`src/rtl/vec_pkg.sv`:
```
// Shared types and constants for the vector-lane writeback collector.
package vec_pkg;

    localparam int NB_LANES = 4;
    localparam int CHUNK_W  = 64;
    localparam int REGI_W   = 10;
    localparam int VD_W     = 5;

    typedef enum logic [1:0] {
        ST_IDLE    = 2'd0,
        ST_COLLECT = 2'd1,
        ST_FINISH  = 2'd2
    } wb_state_e;

    typedef struct packed {
        logic [REGI_W-1:0]  regi;
        logic [CHUNK_W-1:0] data;
    } wb_entry_t;

    function automatic logic [1:0] rr_next(input logic [1:0] lane);
        return lane + 2'd1;
    endfunction

endpackage

```
`src/rtl/vec_lane_fifo.sv`:
```
// Per-lane synchronous skid FIFO; a push into a full FIFO is accepted when it is popped the same cycle.
module vec_lane_fifo #(
    parameter int DEPTH = 2,
    parameter int WIDTH = 74
) (
    input  logic             i_clk,
    input  logic             i_reset,
    input  logic             i_flush,
    input  logic             i_push,
    input  logic [WIDTH-1:0] i_din,
    input  logic             i_pop,
    output logic [WIDTH-1:0] o_dout,
    output logic             o_full,
    output logic             o_empty
);

    localparam int AW = (DEPTH > 1) ? $clog2(DEPTH) : 1;

    logic [WIDTH-1:0] r_mem [DEPTH];
    logic [AW-1:0]    r_wptr;
    logic [AW-1:0]    r_rptr;
    logic [AW:0]      r_count;
    logic             w_do_push;
    logic             w_do_pop;

    assign o_empty   = (r_count == (AW+1)'(0));
    assign o_full    = (r_count == (AW+1)'(DEPTH));
    assign w_do_pop  = i_pop && !o_empty;
    assign w_do_push = i_push && (!o_full || w_do_pop);
    assign o_dout    = r_mem[r_rptr];

    // Pointer and occupancy tracking; flush empties the queue in one cycle.
    always_ff @(posedge i_clk) begin
        if (i_reset || i_flush) begin
            r_wptr  <= AW'(0);
            r_rptr  <= AW'(0);
            r_count <= (AW+1)'(0);
        end else begin
            if (w_do_push) r_wptr <= r_wptr + AW'(1);
            if (w_do_pop)  r_rptr <= r_rptr + AW'(1);
            case ({w_do_push, w_do_pop})
                2'b10:   r_count <= r_count + (AW+1)'(1);
                2'b01:   r_count <= r_count - (AW+1)'(1);
                default: r_count <= r_count;
            endcase
        end
    end

    // Storage array.
    always_ff @(posedge i_clk) begin
        if (w_do_push) r_mem[r_wptr] <= i_din;
    end

endmodule

```
`src/rtl/vec_lane_wb_collector.sv`:
```
// Collects per-lane vector ALU result chunks and serialises them round-robin onto the VRF write port.
module vec_lane_wb_collector
    import vec_pkg::*;
#(
    parameter int VLEN       = 128,
    parameter int FIFO_DEPTH = 2
) (
    input  logic                i_clk,
    input  logic                i_reset,
    input  logic                i_start,
    input  logic [VD_W-1:0]     i_vd_sel,
    input  logic [REGI_W-1:0]   i_nb_chunks,
    input  logic [CHUNK_W-1:0]  i_vd0,
    input  logic [CHUNK_W-1:0]  i_vd1,
    input  logic [CHUNK_W-1:0]  i_vd2,
    input  logic [CHUNK_W-1:0]  i_vd3,
    input  logic [REGI_W-1:0]   i_regi0,
    input  logic [REGI_W-1:0]   i_regi1,
    input  logic [REGI_W-1:0]   i_regi2,
    input  logic [REGI_W-1:0]   i_regi3,
    input  logic                i_done0,
    input  logic                i_done1,
    input  logic                i_done2,
    input  logic                i_done3,
    output logic                o_wr_valid,
    input  logic                i_wr_ready,
    output logic [14:0]         o_wr_addr,
    output logic [CHUNK_W-1:0]  o_wr_data,
    output logic                o_busy,
    output logic                o_op_done,
    output logic                o_err_overflow,
    output logic                o_err_stray
);

    if ((VLEN % CHUNK_W) != 0) begin : g_vlen_chk
        $error("VLEN must be a multiple of 64");
    end

    wb_state_e                  r_state, w_state_nxt;
    logic [VD_W-1:0]            r_vd_sel;
    logic [REGI_W-1:0]          r_remaining;
    logic [1:0]                 r_ptr;
    logic                       r_wr_valid, r_busy, r_op_done, r_err_overflow, r_err_stray;
    logic [14:0]                r_wr_addr;
    logic [CHUNK_W-1:0]         r_wr_data;

    logic [NB_LANES-1:0]        w_done, w_full, w_empty, w_pop, w_push;
    wb_entry_t [NB_LANES-1:0]   w_lane_in, w_head;
    logic                       w_collect, w_hs, w_grant_ok, w_any, w_grant, w_ovf, w_stray;
    logic [1:0]                 w_grant_lane, w_scan_idx;
    wb_entry_t                  w_grant_entry;

    assign w_done       = {i_done3, i_done2, i_done1, i_done0};
    assign w_lane_in[0] = {i_regi0, i_vd0};
    assign w_lane_in[1] = {i_regi1, i_vd1};
    assign w_lane_in[2] = {i_regi2, i_vd2};
    assign w_lane_in[3] = {i_regi3, i_vd3};

    assign w_collect = (r_state == ST_COLLECT);
    assign w_hs      = r_wr_valid && i_wr_ready;
    // Only grant while the in-flight chunk count stays below the chunks still owed.
    assign w_grant_ok = w_collect && (!r_wr_valid || i_wr_ready)
                        && ({{(REGI_W-1){1'b0}}, r_wr_valid} < r_remaining);
    assign w_grant       = w_any && w_grant_ok;
    assign w_grant_entry = w_head[w_grant_lane];
    assign w_ovf         = w_collect && |(w_done & w_full & ~w_pop);
    assign w_stray       = !w_collect && |w_done;

    for (genvar k = 0; k < NB_LANES; k++) begin : g_lane
        assign w_pop[k]  = w_grant && (w_grant_lane == 2'(k));
        assign w_push[k] = w_collect && w_done[k] && (!w_full[k] || w_pop[k]);

        vec_lane_fifo #(
            .DEPTH (FIFO_DEPTH),
            .WIDTH ($bits(wb_entry_t))
        ) u_fifo (
            .i_clk   (i_clk),
            .i_reset (i_reset),
            .i_flush (r_state == ST_FINISH),
            .i_push  (w_push[k]),
            .i_din   (w_lane_in[k]),
            .i_pop   (w_pop[k]),
            .o_dout  (w_head[k]),
            .o_full  (w_full[k]),
            .o_empty (w_empty[k])
        );
    end

    // Round-robin scan starting at the pointer, wrapping over all lanes.
    always_comb begin
        w_any        = 1'b0;
        w_grant_lane = r_ptr;
        w_scan_idx   = 2'd0;
        for (int off = 0; off < NB_LANES; off++) begin
            w_scan_idx   = r_ptr + 2'(off);
            w_grant_lane = (!w_any && !w_empty[w_scan_idx]) ? w_scan_idx : w_grant_lane;
            w_any        = w_any | !w_empty[w_scan_idx];
        end
    end

    // Next-state logic.
    always_comb begin
        w_state_nxt = r_state;
        case (r_state)
            ST_IDLE: begin
                if (i_start) w_state_nxt = (i_nb_chunks == 10'd0) ? ST_FINISH : ST_COLLECT;
                else         w_state_nxt = ST_IDLE;
            end
            ST_COLLECT: begin
                if (w_hs && (r_remaining == 10'd1)) w_state_nxt = ST_FINISH;
                else                                w_state_nxt = ST_COLLECT;
            end
            ST_FINISH: w_state_nxt = ST_IDLE;
            default:   w_state_nxt = ST_IDLE;
        endcase
    end

    // Control state, chunk accounting, arbitration pointer and sticky errors.
    always_ff @(posedge i_clk) begin
        if (i_reset) begin
            r_state        <= ST_IDLE;
            r_vd_sel       <= 5'd0;
            r_remaining    <= 10'd0;
            r_ptr          <= 2'd0;
            r_busy         <= 1'b0;
            r_op_done      <= 1'b0;
            r_err_overflow <= 1'b0;
            r_err_stray    <= 1'b0;
        end else begin
            r_state   <= w_state_nxt;
            r_busy    <= (w_state_nxt != ST_IDLE);
            r_op_done <= (w_state_nxt == ST_FINISH);
            if ((r_state == ST_IDLE) && i_start) begin
                r_vd_sel    <= i_vd_sel;
                r_remaining <= i_nb_chunks;
            end else if (w_hs && (r_remaining != 10'd0)) begin
                r_remaining <= r_remaining - 10'd1;
            end
            if (w_grant) r_ptr <= rr_next(w_grant_lane);
            r_err_overflow <= r_err_overflow | w_ovf;
            r_err_stray    <= r_err_stray | w_stray;
        end
    end

    // Output register: loads on grant, clears on a handshake with nothing behind it.
    always_ff @(posedge i_clk) begin
        if (i_reset) begin
            r_wr_valid <= 1'b0;
            r_wr_addr  <= 15'd0;
            r_wr_data  <= 64'd0;
        end else if (w_grant) begin
            r_wr_valid <= 1'b1;
            r_wr_addr  <= {r_vd_sel, w_grant_entry.regi};
            r_wr_data  <= w_grant_entry.data;
        end else if (w_hs) begin
            r_wr_valid <= 1'b0;
        end
    end

    assign o_wr_valid     = r_wr_valid;
    assign o_wr_addr      = r_wr_addr;
    assign o_wr_data      = r_wr_data;
    assign o_busy         = r_busy;
    assign o_op_done      = r_op_done;
    assign o_err_overflow = r_err_overflow;
    assign o_err_stray    = r_err_stray;

endmodule
```
`config.mk`:
```
export PLATFORM = sky130hd
export DESIGN_NAME = vec_lane_wb_collector
export DESIGN_NICKNAME = d
export VERILOG_FILES = /design/src/rtl/vec_pkg.sv /design/src/rtl/vec_lane_fifo.sv /design/src/rtl/vec_lane_wb_collector.sv
export SDC_FILE = /design/constraint.sdc
export NUM_CORES = 1
export LEC_CHECK = 0
export ABC_AREA = 1
export CORE_AREA = 2 2 232 234
export CTS_BUF_LIST = sky130_fd_sc_hd__clkbuf_16
export DETAILED_ROUTE_END_ITERATION = 8
export DIE_AREA = 0 0 234 236
export HOLD_SLACK_MARGIN = 0.15
export PLACE_DENSITY = 0.85
export REMOVE_ABC_BUFFERS = 1
export SLEW_MARGIN = 15
export SYNTH_ARGS = -nofsm -noshare
export SYNTH_HDL_FRONTEND = slang
export SYNTH_SLANG_ARGS = --single-unit
```
`constraint.sdc`:
```
create_clock -name i_clk -period 6.7 [get_ports i_clk]
set_input_delay 0.67 -clock i_clk [delete_from_list [all_inputs] [get_ports i_clk]]
set_output_delay 0.67 -clock i_clk [all_outputs]
set_load 0.02 [all_outputs]
```
After elaboration in Yosys (flattened, before gate mapping). Memories as Yosys holds them, arrays and structs flattened. A register that Yosys moved wholly into a read port is not among the register bits. Cells that the tools add are included.

Memories: 4. Memory bits (writable): 592. Bits in latches: 0. ROM bits: 0. Bits in registers: 119.

Memory list: g_lane[0].u_fifo.r_mem (depth 2, width 74, rd ports 1, clocked after Yosys merged registers in 1, write ports 1, RTL line vec_lane_fifo.sv:19) `logic [WIDTH-1:0] r_mem [DEPTH];`; g_lane[1].u_fifo.r_mem (depth 2, width 74, rd ports 1, clocked after Yosys merged registers in 1, write ports 1, RTL line vec_lane_fifo.sv:19); g_lane[2].u_fifo.r_mem (depth 2, width 74, rd ports 1, clocked after Yosys merged registers in 1, write ports 1, RTL line vec_lane_fifo.sv:19); g_lane[3].u_fifo.r_mem (depth 2, width 74, rd ports 1, clocked after Yosys merged registers in 1, write ports 1, RTL line vec_lane_fifo.sv:19).

Bitwise operators: 8. $lt $le $gt $ge: 6. Reductions and logical operators: 75. $mul: 0. Mux-type cells: 41. Add/sub/neg operators: 21. Divide/modulo/power cells: 0. Shift operators: 0. Equal/unequal tests: 19.

Operator list (number): $bmux 74 s2 (1); $mux 74 (1); $logic_and 1x1->1 (32); $eq 2x2->1 const B (12); $mux 1 (22); $mux 10 (2); $pmux 2 s2 (5); $logic_not 1->1 (16); $lt 2x3->1 const B (5); $reduce_bool 2->1 (7); $add 2x1->2 const B (6); $eq 2x1->1 const B (6); $logic_not 2->1 (6); $mux 2 (6); $eq 10x1->1 const B (1); $logic_not 10->1 (1); $logic_or 1x1->1 (10); $lt 1x10->1 (1); $reduce_bool 10->1 (1); $sub 10x1->10 const B (1); $add 1x1->1 const B (8); $and 4x4->4 (2); $bmux 1 s2 (4); $reduce_or 4->1 (2); other kinds (4) (12).

Longest topological paths before layout.
Depth after elaboration: 16. Mapped depth: 22. Mapped depth without buffers: 20.

By module. A second synthesis with hierarchy kept.

Cells, all modules: 2045. Area, all modules: 29612.2 um^2.

Modules (own cells, without submodules): vec_lane_fifo (g_lane[0].u_fifo ...) (area an instance 5614.1 um^2, instances 3, cells each 269); vec_lane_wb_collector (area an instance 7141.8 um^2, instances 1, cells each 970); vec_lane_fifo (g_lane[2].u_fifo) (area an instance 5627.9 um^2, instances 1, cells each 268).

Worst setup path after synthesis. OpenSTA, ideal clock, no wires.

Path type: register to register. Start: reg r_ptr[0]. End: mem g_lane[2].u_fifo.r_mem[1][0] (enable). Period minus slack after synthesis: 5330 ps. Data required time: 6193 ps. Arrival: 4823 ps. Setup slack: 1370 ps. Cell stages (with the launch flop): 16. Path through: dfxtp_1 > buf_6 > inv_4 > nand2_1 > nand3_1 > nand2_1 > nor2_8 > nand3_4 > nand2_1 > nand2_4 > buf_6 > nor2_4 > nand2_2 > nand3_2 > nand3_1 > nor2_1.

Longest elaborated chain between the ends: 16. Elaborated cells between the ends (all ways): 36.

Ends and longest elaborated chain: start: declaration (RTL line vec_lane_wb_collector.sv:42) `logic [1:0] r_ptr;`; start signal: assignment (RTL line vec_lane_wb_collector.sv:139) `if (w_grant) r_ptr <= rr_next(w_grant_lane);`; $add 2x1->2 (RTL line vec_lane_wb_collector.sv:95) `w_scan_idx = r_ptr + 2'(off);`; $bmux 1 s2 (RTL line vec_lane_wb_collector.sv:96, vec_lane_wb_collector.sv:97); $mux 1 (not written as such) (RTL line vec_lane_wb_collector.sv:96, vec_lane_wb_collector.sv:97); $logic_not 1->1 (RTL line vec_lane_wb_collector.sv:96, vec_lane_wb_collector.sv:97); $or 1x1->1 (RTL line vec_lane_wb_collector.sv:97) `w_any = w_any | !w_empty[w_scan_idx];`; $logic_not 1->1 / $or 1x1->1 (equally long branches) (RTL line vec_lane_wb_collector.sv:96, vec_lane_wb_collector.sv:97); $logic_and 1x1->1 / $logic_not 1->1 (equally long branches) (RTL line vec_lane_wb_collector.sv:96) `w_grant_lane = (!w_any && !w_empty[w_scan_idx]) ? w_scan_idx : w_grant_lane;`; $mux 2 / $logic_and 1x1->1 (equally long branches) (RTL line vec_lane_wb_collector.sv:96); $mux 2 (RTL line vec_lane_wb_collector.sv:96); $eq 2x2->1 (RTL line vec_lane_wb_collector.sv:70) `assign w_pop[k] = w_grant && (w_grant_lane == 2'(k));`; $logic_and 1x1->1 (*) (RTL line vec_lane_wb_collector.sv:70); $logic_or 1x1->1 / $logic_and 1x1->1 (equally long branches) (RTL line vec_lane_wb_collector.sv:71, vec_lane_fifo.sv:28); $logic_and 1x1->1 / $logic_or 1x1->1 (equally long branches) (RTL line vec_lane_wb_collector.sv:71, vec_lane_fifo.sv:29); $logic_and 1x1->1 (*) (RTL line vec_lane_fifo.sv:29) `assign w_do_push = i_push && (!o_full || w_do_pop);`; $mux 1 (*) (RTL line vec_lane_fifo.sv:51) `if (w_do_push) r_mem[r_wptr] <= i_din;`; $mux 1 (not written as such) (*) (RTL line vec_lane_fifo.sv:51); end: declaration (RTL line vec_lane_fifo.sv:19).

Every way passes the cells marked *; elsewhere a longest branch is shown, timed or not. The select of a mux whose other input is x is not followed.

Worst setup path in the final report.
Start: reg r_ptr[0]. End: mem g_lane[3].u_fifo.r_mem[1][49] (enable).

Longest elaborated chain between the ends: 16. Elaborated cells between the ends (all ways): 36.

Ends and longest elaborated chain (RTL line): $add 2x1->2 (vec_lane_wb_collector.sv:95); $bmux 1 s2 (vec_lane_wb_collector.sv:96, vec_lane_wb_collector.sv:97); $mux 1 (not written as such) (vec_lane_wb_collector.sv:96, vec_lane_wb_collector.sv:97); $logic_not 1->1 (vec_lane_wb_collector.sv:96, vec_lane_wb_collector.sv:97); $or 1x1->1 (vec_lane_wb_collector.sv:97); $logic_not 1->1 / $or 1x1->1 (equally long branches) (vec_lane_wb_collector.sv:96, vec_lane_wb_collector.sv:97); $logic_and 1x1->1 / $logic_not 1->1 (equally long branches) (vec_lane_wb_collector.sv:96); $mux 2 / $logic_and 1x1->1 (equally long branches) (vec_lane_wb_collector.sv:96); $mux 2 (vec_lane_wb_collector.sv:96); $eq 2x2->1 (vec_lane_wb_collector.sv:70); $logic_and 1x1->1 (*) (vec_lane_wb_collector.sv:70); $logic_or 1x1->1 / $logic_and 1x1->1 (equally long branches) (vec_lane_wb_collector.sv:71, vec_lane_fifo.sv:28); $logic_and 1x1->1 / $logic_or 1x1->1 (equally long branches) (vec_lane_wb_collector.sv:71, vec_lane_fifo.sv:29); $logic_and 1x1->1 (*) (vec_lane_fifo.sv:29); $mux 1 (*) (vec_lane_fifo.sv:51); $mux 1 (not written as such) (*) (vec_lane_fifo.sv:51); end: declaration (vec_lane_fifo.sv:19).

Marked as above.

==> impl_metrics.toml <==
[run_status]
status = "finished clean"

[power]
switching_power_mw = 6.24
power_frac_comb = 0.391
swShare = 0.407
clkPwrFrac = 0.255
p_seq_frac = 0.354
p_int_mw = 9.10
p_leak_nw = 12.2
peakVddDrop_mv = 1.00
cellPowerDensity_nw_per_um2 = 439

[critical_path]
path_class = "reg -> reg"
r2r_cells = 13
end_kind = "flop"
critical_path_arrival_ps = 5080
cp_num_buf_inv = 2
crit_family = "simple AND/OR/NAND/NOR gates"
cpMostUsedCell = "nand2_1"
cp.depth = 13
cp-start-kind = "flop"
r2r-start = "r_ptr[0]"
worst-endpoint-required_ps = 6940
rrSetupSlack_ps = 1860
slowest_delay_ps = 800
crit_fanout = 77
crit_end = "g_lane[3].u_fifo.r_mem[1][49]"
slowest_stage = "buf_4"
crit_path_start = "r_ptr[0]"
r2r_end = "g_lane[3].u_fifo.r_mem[1][49]"
cp_cell_sequence = "inv_4 > nand2_1 > nand2_1 > o21ai_2 > nand3_4 > nand2_2 > nand2_4 > nor2_2 > nand2_1 > nand3_1 > nand3_1 > nor2_4 > buf_4"

[cts]
cts_tree = "built"
cts.sinks = 715
htreeDepth = 3
cts-root-buf = "clkbuf_16"
holdBufCountCts = 0
cts_resized = 0
postCtsSetupRepairBufs = 0
cts_inserted_buffers = 73
clockBufferDepth = 3
worstSkewPairLatency_ps = 620
path_clk_slew_ps = 60

[synthesis]
synth-async-reset-ratio = 0
syn_avg_cell_area_um2 = 12.6
synth_commonest_cells = "edfxtp_1 (592), nor2_1 (351), o21ai_0 (264)"
synth_edf_count = 592
yosysMostFrequentCell = "edfxtp_1"
synth_seq_cells = 715
ys_warn_count = 0
synth_seq_area_share = 0.720
synth_flop_cell = "edfxtp_1"
synthCells = 2227
synth_largest_area_cell = "edfxtp_1"
yosysUniqueCellTypes = 44
synth_area_um2 = 28100
netlist.area_leader.share = 0.633
synth_area_leaders = "edfxtp_1 (63%), dfxtp_1 (8.8%), o21ai_0 (4.7%)"

[final_layout]
drive_gt1_frac = 0.0878
fillerInstances = 3649
seq_area_um2 = 20300
nNetsFinal = 2920
multiInputGateArea_um2 = 6810
area_growth_pct = 24.3

[floorplanning]
num_rows = 85
start_util = 0.529
core_um2 = 53100
die_h_um = 236
die_w_um = 234
die_area_um2 = 55200
io_pins = 403

[routing]
routedWlPerCell_um = 23.8
vias = 19800
drtPass1Iterations = 6
drc = 0
antenna_left = 0
routed_wl_mm = 80.3
drt_iter0_markers = 2366
viasPerCell = 5.88

[sta]
final-max-slew-violation-count = 0
finalWorstSetupSlack_ps = 1860
tns_ps = 0
setup_viol = 0
worst_pin_slew_ps = 1260
skew_ps = 26.5
slew-limit-headroom = 0.162
rsz0062_at_grt = "false"
fin_crit_ps = 4840
hold_viol_final = 0
fin_crit_sh = 0.723
fmax_mhz = 207

[global_routing]
antenna_found_initial = 23
grt_pass1_vias = 19800
track_usage = 0.287
grt_pass1_wl_mm = 118
overflow = 0
grt_max_degree = 93

[placement]
io_buffers = 402
hpwl_mm = 48.9
routabilityCongestion = 0.889
place_ws_ps = 1880

[hold_path]
min_path_type = "reg -> reg"

[job]
maxCapViolations = 0
==> cells by family after synthesis <==
logic type	count (synthesis)	synth area share
simple gates	672	0.109
xor+xnor	10	0.00312
compound gates	502	0.100
flops	715	0.720
fa+ha+maj	7	0.00312
mux	72	0.0256
buf+inv	249	0.0386
==> how the worst min path moves through the flow <==
stage | startpoint | to | depth (start not counted)
after floorplan | g_lane[0].u_fifo.r_rptr | flop | 1
after global placement | g_lane[0].u_fifo.r_rptr | flop | 1
after detailed placement | g_lane[2].u_fifo.r_rptr | flop | 1
after CTS | g_lane[2].u_fifo.r_rptr | flop | 1
after global routing | g_lane[2].u_fifo.r_rptr | flop | 1
final | g_lane[2].u_fifo.r_rptr | flop | 1
==> registers in the layout (all words and copies together) (netlist names), named ones only <==
signal and count:
g_lane.u_fifo.r_rptr 4, o_err_stray 1, o_err_overflow 1, o_busy 1, g_lane.u_fifo.r_mem 592, g_lane.u_fifo.r_wptr 4, r_remaining 10, o_op_done 1
r_vd_sel 5, g_lane.u_fifo.r_count 8, o_wr_data 64, o_wr_addr 15, r_ptr 2, r_state 2, o_wr_valid 1
==> cell usage in the layout (no fill, tap or decap), drive strengths merged, types with 2 or more instances in the layout <==
| master | netlist | final |
|---|---|---|
| edfxtp | 592 | 592 |
| clkdlybuf4s50 | 0 | 402 |
| nor2 | 356 | 356 |
| o21ai | 313 | 313 |
| inv | 123 | 145 |
| dfxtp | 123 | 123 |
| nand2 | 119 | 119 |
| nand3 | 100 | 100 |
| a31oi | 83 | 83 |
| or2 | 77 | 77 |
| clkbuf | 86 | 75 |
| mux2i | 72 | 72 |
| o211ai | 72 | 72 |
| clkinv | 2 | 34 |
| a21oi | 27 | 27 |
| diode | 0 | 21 |
| buf | 38 | 14 |
| nand4 | 8 | 8 |
| ha | 7 | 7 |
| xor2 | 6 | 6 |
| bufinv | 0 | 5 |
| xnor2 | 4 | 4 |
| and3 | 4 | 4 |
| nor4 | 3 | 3 |
| nor3 | 3 | 3 |
| a211oi | 3 | 3 |
| a21o | 2 | 2 |
==> stage by stage <==
stage | total power [mW] | cell area [µm²] | cells | util | hold slack [ps]
floorplan | 9.00 | 27500 | 2103 | - | 430
global placement | 11.2 | 32600 | 3214 | 0.613 | 430
detailed placement | 11.4 | 32600 | 3214 | 0.613 | 435
CTS | 15.3 | 34900 | 3349 | 0.657 | 456
global route | 16.0 | 34900 | 3368 | 0.658 | 466
finish | 15.3 | 34900 | 3371 | 0.658 | 456
==> cell type report <==
class                   instances  area share
repair buffers                416       0.119
diodes                         21     0.00150
clock inverters                60      0.0122
inverters                     125      0.0141
multi-input cells            1263       0.195
flip-flops and latches        715       0.580
well taps                     696      0.0249
clock buffers                  75      0.0537
==> power by group through the flow <==
stage	Combinational [mW]	Sequential, mW	Clock, mW
finish	6.00	5.43	3.92
global route	6.47	5.45	4.12
CTS	5.97	5.42	3.94
detailed placement	5.87	5.51	0
global placement	5.66	5.49	0
floorplan	3.45	5.55	0
==> metal layers <==
layer  GRT usage  vias up  part of all wire
li1            -     8795                 -
met1       0.375     9672              0.38
met2       0.468     1168              0.49
met3      0.0537      168              0.10
met4       0.125        4             0.033
met5           0        -           0.00034
No activity file was read; power rests on OpenSTA's default activity.
